$ cat config.mk
export PLATFORM = sky130hd
export DESIGN_NAME = serdes_tx_sched
export DESIGN_NICKNAME = d
export VERILOG_FILES = /design/src/rtl/serdes_pkg.sv /design/src/rtl/serdes_tx_sched_rr_arbiter.sv /design/src/rtl/serdes_tx_sched.sv
export SDC_FILE = /design/constraint.sdc
export NUM_CORES = 1
export LEC_CHECK = 0
export CAP_MARGIN = 40
export CORE_MARGIN = 3
export CORE_UTILIZATION = 51
export DETAILED_ROUTE_END_ITERATION = 12
export PLACE_DENSITY = 0.95
export SLEW_MARGIN = 20
export SYNTH_ARGS = -nofsm -noshare
export SYNTH_HDL_FRONTEND = slang
export SYNTH_SLANG_ARGS = --single-unit
$ cat constraint.sdc
create_clock -name clk -period 7.43 [get_ports clk]
set_input_delay 0.743 -clock clk [delete_from_list [all_inputs] [get_ports clk]]
set_output_delay 0.743 -clock clk [all_outputs]
set_load 0.02 [all_outputs]
$ cat src/rtl/serdes_pkg.sv
// Shared constants and types for the serializer TX word scheduler.
//   WORD_W    : serializer parallel word width
//   SLOT_LEN  : serial-rate cycles per word slot (shared with the 10:1 serializer)
//   COMMA_P/N : link-training comma words (both disparities)
//   IDLE_WORD : filler word sent when no requester is pending
package serdes_pkg;

  localparam int unsigned WORD_W   = 10;
  localparam int unsigned SLOT_LEN = 10;

  localparam logic [WORD_W-1:0] COMMA_P   = 10'b0011111010;
  localparam logic [WORD_W-1:0] COMMA_N   = 10'b1100000101;
  localparam logic [WORD_W-1:0] IDLE_WORD = 10'b1001110100;

  typedef enum logic {
    TRAIN  = 1'b0,
    ACTIVE = 1'b1
  } tx_state_e;

endpackage

$ cat src/rtl/serdes_tx_sched_rr_arbiter.sv
// Combinational round-robin arbiter.
//   req   : request vector
//   last  : index of the previous winner; search starts at last+1
//   grant : one-hot winner (zero when no request)
//   index : binary winner index
//   any   : at least one request present
module rr_arbiter #(
  parameter int unsigned N = 4,
  localparam int unsigned IW = $clog2(N)
) (
  input  logic [N-1:0]  req,
  input  logic [IW-1:0] last,
  output logic [N-1:0]  grant,
  output logic [IW-1:0] index,
  output logic          any
);

  int unsigned pos;

  // Walk last+1 .. last+N modulo N; first asserted request wins.
  always_comb begin
    grant = '0;
    index = '0;
    any   = 1'b0;
    pos   = 0;
    for (int unsigned k = 1; k <= N; k++) begin
      pos = (32'(last) + k) % N;
      if (!any && req[IW'(pos)]) begin
        any               = 1'b1;
        index             = IW'(pos);
        grant[IW'(pos)]   = 1'b1;
      end
    end
  end

endmodule

$ cat src/rtl/serdes_tx_sched.sv
// Word-slot scheduler feeding a 10:1 serializer: link-training comma burst,
// then round-robin sharing of word slots between N_REQ requesters, idle fill.
//   clk, rst_n  : serial-rate clock, async active-low reset
//   enable      : global run; low freezes slot counter, FSM, pointer, outputs
//   train_req   : level request for a retrain at the next slot boundary
//   req/req_data: per-requester word request and 10-bit word (slice i)
//   gnt         : one-cycle one-hot grant in the first cycle of the slot
//   ser_data    : serializer word, stable for a full slot
//   ser_enable  : enable delayed one cycle, keeps serializer phase-aligned
//   slot_start  : pulse in the first cycle of each slot
//   link_up     : state is ACTIVE
//   training    : state is TRAIN
module serdes_tx_sched
  import serdes_pkg::*;
#(
  parameter int unsigned N_REQ       = 4,
  parameter int unsigned TRAIN_WORDS = 16
) (
  input  logic                      clk,
  input  logic                      rst_n,
  input  logic                      enable,
  input  logic                      train_req,
  input  logic [N_REQ-1:0]          req,
  input  logic [WORD_W*N_REQ-1:0]   req_data,
  output logic [N_REQ-1:0]          gnt,
  output logic [WORD_W-1:0]         ser_data,
  output logic                      ser_enable,
  output logic                      slot_start,
  output logic                      link_up,
  output logic                      training
);

  localparam int unsigned IW    = $clog2(N_REQ);
  localparam int unsigned CNT_W = $clog2(SLOT_LEN);
  localparam int unsigned TC_W  = $clog2(TRAIN_WORDS);

  logic [CNT_W-1:0]  slot_cnt;
  logic              boundary;
  tx_state_e         state, state_nxt;
  logic [TC_W-1:0]   train_cnt, train_cnt_nxt;
  logic [IW-1:0]     rr_last, rr_last_nxt;
  logic              arb_load;
  logic [N_REQ-1:0]  arb_grant;
  logic [IW-1:0]     arb_idx;
  logic              arb_any;
  logic [WORD_W-1:0] ser_data_nxt;
  logic [N_REQ-1:0]  gnt_nxt;
  logic [WORD_W-1:0] word_arr [N_REQ];

  for (genvar i = 0; i < N_REQ; i++) begin : g_words
    assign word_arr[i] = req_data[WORD_W*i +: WORD_W];
  end

  rr_arbiter #(.N(N_REQ)) u_arb (
    .req   (req),
    .last  (rr_last),
    .grant (arb_grant),
    .index (arb_idx),
    .any   (arb_any)
  );

  // Last enabled cycle of a slot; all scheduling happens on this edge.
  assign boundary = enable && (slot_cnt == CNT_W'(SLOT_LEN - 1));

  // Mod-SLOT_LEN slot counter.
  always_ff @(posedge clk or negedge rst_n) begin
    if (!rst_n) begin
      slot_cnt <= '0;
    end else if (enable) begin
      slot_cnt <= boundary ? '0 : slot_cnt + CNT_W'(1);
    end
  end

  // State register: FSM, training word count, round-robin pointer.
  always_ff @(posedge clk or negedge rst_n) begin
    if (!rst_n) begin
      state     <= TRAIN;
      train_cnt <= '0;
      rr_last   <= IW'(N_REQ - 1);
    end else if (boundary) begin
      state     <= state_nxt;
      train_cnt <= train_cnt_nxt;
      rr_last   <= rr_last_nxt;
    end
  end

  // Next-state logic; arb_load marks a boundary whose slot is arbitrated.
  always_comb begin
    state_nxt     = state;
    train_cnt_nxt = train_cnt;
    rr_last_nxt   = rr_last;
    arb_load      = 1'b0;
    unique case (state)
      TRAIN: begin
        if (train_cnt == TC_W'(TRAIN_WORDS - 1)) begin
          state_nxt     = ACTIVE;
          train_cnt_nxt = '0;
          arb_load      = 1'b1;
        end else begin
          train_cnt_nxt = train_cnt + TC_W'(1);
        end
      end
      ACTIVE: begin
        if (train_req) begin
          state_nxt     = TRAIN;
          train_cnt_nxt = '0;
        end else begin
          arb_load = 1'b1;
        end
      end
    endcase
    if (arb_load && arb_any) begin
      rr_last_nxt = arb_idx;
    end
  end

  // Word and grant to load at the boundary.
  always_comb begin
    ser_data_nxt = ser_data;
    gnt_nxt      = '0;
    if (arb_load) begin
      if (arb_any) begin
        ser_data_nxt = word_arr[arb_idx];
        gnt_nxt      = arb_grant;
      end else begin
        ser_data_nxt = IDLE_WORD;
      end
    end else if (state == TRAIN) begin
      // Next word index is train_cnt+1, so odd current count means even next.
      ser_data_nxt = train_cnt[0] ? COMMA_P : COMMA_N;
    end else begin
      ser_data_nxt = COMMA_P;
    end
  end

  // Output registers; pulses clear on any edge that is not a boundary.
  always_ff @(posedge clk or negedge rst_n) begin
    if (!rst_n) begin
      ser_data   <= COMMA_P;
      gnt        <= '0;
      slot_start <= 1'b0;
      ser_enable <= 1'b0;
      link_up    <= 1'b0;
      training   <= 1'b1;
    end else begin
      ser_enable <= enable;
      slot_start <= boundary;
      gnt        <= boundary ? gnt_nxt : '0;
      if (boundary) begin
        ser_data <= ser_data_nxt;
        link_up  <= (state_nxt == ACTIVE);
        training <= (state_nxt == TRAIN);
      end
    end
  end

endmodule

==> results.txt <==
The floorplan die height works out to 71.58 um. STA classifies the critical path startpoint as a flip-flop. The final critical-path share of the clock period was 49.72%.

The critical path goes through clkinv_1 -> ha_1 -> mux4_2 -> nand2b_4 -> nand2_4 -> a21oi_4 -> mux2i_1 -> o221ai_1. The tools report the start of the worst register-to-register path as rr_last[0]. The number of buffers and inverters on the critical path was 1. The repair_antennas step left the layout with diodes totalling 0.

The top cell types in the final layout, fill and taps aside, are sky130_fd_sc_hd__clkdlybuf4s50_1 (65), sky130_fd_sc_hd__nand2_1 (34), sky130_fd_sc_hd__mux2i_1 (26). The logs give 31 for the maximum number of pins on one net before global-route repair and 0.005069 ns for the worst-case clock skew. For the worst-skew pair, the clock arrives at the later sink with an insertion delay of 0.28 ns.

Area of the placeable core: 4086 sq um. The clock slew at the register clock pins of the worst setup and hold paths was 0.10 ns; the remaining max-slew budget at the tightest pin was 47.02%. The family of cells with the greatest summed delay on the critical path was flip-flops. Across the run, the number of max-cap violations was 0.

The synthesized netlist contains 50 unique library cells. Yosys mapped a number of flops with a built-in enable equal to 0. From left edge to right edge, the die measures 71.58 um. Detailed routing inserted a total of 2,154 vias. After floorplanning, the core was divided into 23 placement rows. Counting every net in the synthesized netlist gives 303.

The worst register-to-register path ends at ser_data[9]. Of all nets on the critical path, the largest fanout is 30. IR analysis of the VDD net gives a maximum drop of 0.2026 mV. The die covers 5124 sq um. Before antenna repair, the detailed router went through 4 iterations. For the number of cells produced by synthesis, the log shows 244. Initial antenna violation count: 0. The min-delay analysis places its worst path in the category flip-flop to flip-flop. The tools report the netlist area before placement as 2193 sq um. The most critical setup path has its endpoint at ser_data[9].

The clock passes through at most 2 buffers. For this design the static power due to leakage is 1.162 nW. The detail route stage leaves a number of antenna-violating nets equal to 0.

The count of buffers from port buffering is 65, and the routed length per instance is 16.26 um. The flow ran to the end, and the final reports show no timing, DRC or antenna violations. The count of instances resized after the clock tree is built was 0; the quantity of hold-fixing buffers added after cts was 0. The tree is rooted in a sky130_fd_sc_hd__clkbuf_8. The via count of the first global-routing pass is 2,067, and the post-synthesis average cell area is 8.989 sq um. The largest single stage delay on the critical path is 0.94 ns.

For this design, the slowest cell found on the critical path is sky130_fd_sc_hd__dfstp_2. For the effective utilization at floorplan, the log shows 53.67%. In the routed design, unresolved DRC markers number 0.

Static timing analysis puts the maximum clock frequency at 270.7 MHz. The run gives 0 as the final-report max-slew violation count. Of the cells placed in the final design, the portion with a size suffix greater than 1 is 7.973%. The tools report the total number of clock tree sinks as 28. The total length of routed wires was 5708 um. TritonCTS built the clock tree. The cell count of the worst reg-to-reg path is 8, and the slew of the pin with the lowest slew margin is 0.7905 ns. With fillers left out, the area of the finished cells amounts to 2907 sq um. The design draws 0.0009429 W. The most used flip-flop cell after synthesis is sky130_fd_sc_hd__dfrtp_1. The tools report the setup slack of the worst register-to-register path as 3.74 ns. The type of the worst setup path is flip-flop to flip-flop. The share of the Yosys chip area taken by registers is 32.46%. The logs give 4264 um for the final HPWL from detailed placement and 0 for the number of post-CTS setup repair buffers. In the post-synthesis netlist, the biggest area contributors are sky130_fd_sc_hd__dfrtp_1 (22%), sky130_fd_sc_hd__mux2i_1 (12%), sky130_fd_sc_hd__dfstp_2 (11%).

The logs give 0 for the number of hold violations in the final report and 7.59 ns for the required time at the endpoint of the critical path. The synthesis-to-finish area growth was 32.52%. Summed over all instances, the cell type with the most area after synthesis is sky130_fd_sc_hd__dfrtp_1.

66 I/O pins were placed. The most common cell after layout, fill and taps aside is sky130_fd_sc_hd__clkdlybuf4s50_1. The final period demand of the worst path is 3.694 ns, and the mean number of vias per cell is 6.137.

First element of the critical path: rr_last[0]. At the worst endpoint, the arrival time is 3.85 ns. Setup repair after global routing left no endpoint under its margin. For the number of warnings printed during yosys synthesis, the log shows 0. The number of DRC markers in iteration 0 was 91. The first global-routing pass estimated 9397 um of wire. The tools report the number of H-tree branching levels as 1.

The worst setup path is captured at a flip-flop. The tools report the total overflow reported by the global router as 0. The congestion estimate from routability-driven global placement came to 0.8154. For the summed negative setup slack over all endpoints, the log shows 0 ns.

The run gives 361 as the final net count. The power density over cell area was 324.4 nW/um^2. In this run the biggest area consumer among cell types represents 21.68% of the synthesized area. The synthesized design contains 28 register bits. The cell area reported after detailed placement came out at 2835 sq um.

The fraction of synthesis flops using an asynchronous set or reset pin works out to 100.0%. Setup violations remaining at the end of the flow were counted as 0. Global routing used 22.61% of the available tracks across all layers. The share of the core filled with cells in the final layout was 71.13%; the path length in cells of the critical path was 8. TritonCTS created 3 clock buffers. After filler insertion, the fill cell instance count of the layout stands at 319.
## synth_stat cells, types with 4 or more instances
library cell               count
sky130_fd_sc_hd__nand2b_1      4
sky130_fd_sc_hd__nand4_1       4
sky130_fd_sc_hd__nand2_1      34
sky130_fd_sc_hd__inv_1         6
sky130_fd_sc_hd__dfrtp_1      19
sky130_fd_sc_hd__o21ai_0      20
sky130_fd_sc_hd__o221ai_1      5
sky130_fd_sc_hd__nor2_1       18
sky130_fd_sc_hd__clkbuf_1      5
sky130_fd_sc_hd__mux2i_1      26
sky130_fd_sc_hd__dfstp_2       9
sky130_fd_sc_hd__nand3_1       6
sky130_fd_sc_hd__a21oi_1      15
sky130_fd_sc_hd__ha_1         11
sky130_fd_sc_hd__buf_2         5
sky130_fd_sc_hd__a221o_1       4
## how the worst min path moves through the flow
stage	startpoint	depth (start not counted)	to
floorplan	rst_n	0	gnt[0]
global placement	training	2	training
detailed placement	training	2	training
CTS	training	2	training
global route	training	2	training
finish	training	2	training
## layer usage
| metal | up-vias | global-route usage, % | wire (um) |
|---|---|---|---|
| met5 | - | 0 | 0 |
| li1 | 1015 | - | - |
| met3 | 9 | 5.189 | 470 |
| met2 | 97 | 39.69 | 2852 |
| met1 | 1033 | 27.56 | 2309 |
| met4 | 0 | 6.681 | 76 |
## report_power, final
part | total, W | leakage [nW] | switching [W] | internal (W)
sequential | 0.000288 | 0.334 | 0.0000670 | 0.000221
clock | 0.000123 | 0.0357 | 0.0000511 | 0.0000722
combinational | 0.000531 | 0.793 | 0.000279 | 0.000252
total | 0.000943 | 1.16 | 0.000397 | 0.000546
## cell type report
class                      instances  area [sq um]  share of cell area, %
clock buffer                       3         41.29                  1.421
clock inverter                     1         30.03                  1.033
inverter                           7         26.28                 0.9040
tap                               50         62.56                  2.152
sequential                        28         711.9                  24.49
multi-input combinational        196          1376                  47.35
timing repair buffer              66         658.1                  22.64
## tightest hold or removal path, cell delays in order, from the launching register on
cell and delay [ns]:
sky130_fd_sc_hd__dfstp_2 0.38, sky130_fd_sc_hd__nand2_1 0.05, sky130_fd_sc_hd__nand2_1 0.05
## through the flow
stage	setup WS, ns	instances	hold slack (ns)
2_1_floorplan	4.629	244	0.4474
3_3_place_gp	3.851	347	0.4488
3_5_place_dp	3.773	347	0.4552
4_1_cts	3.787	351	0.4700
5_1_grt	3.575	351	0.5001
6_report	3.736	351	0.4677
## cell families (layout without fill, tap and decap cells)
family / after synthesis / count (layout) / synth area share [%]
compound gates: 73 / 73 / 23.16
xor+xnor: 2 / 2 / 0.7988
fa+ha+maj: 11 / 11 / 6.275
buf+inv: 20 / 77 / 4.791
flops: 28 / 28 / 32.46
mux: 31 / 31 / 15.46
simple gates: 79 / 79 / 17.06
## registers in the layout (all words and copies together), names as in the netlist
name	count
ser_data	10
ser_enable	1
train_cnt	4
gnt	4
link_up	1
training	1
slot_cnt	4
slot_start	1
rr_last	2
No activity file was read; power rests on OpenSTA's default activity.
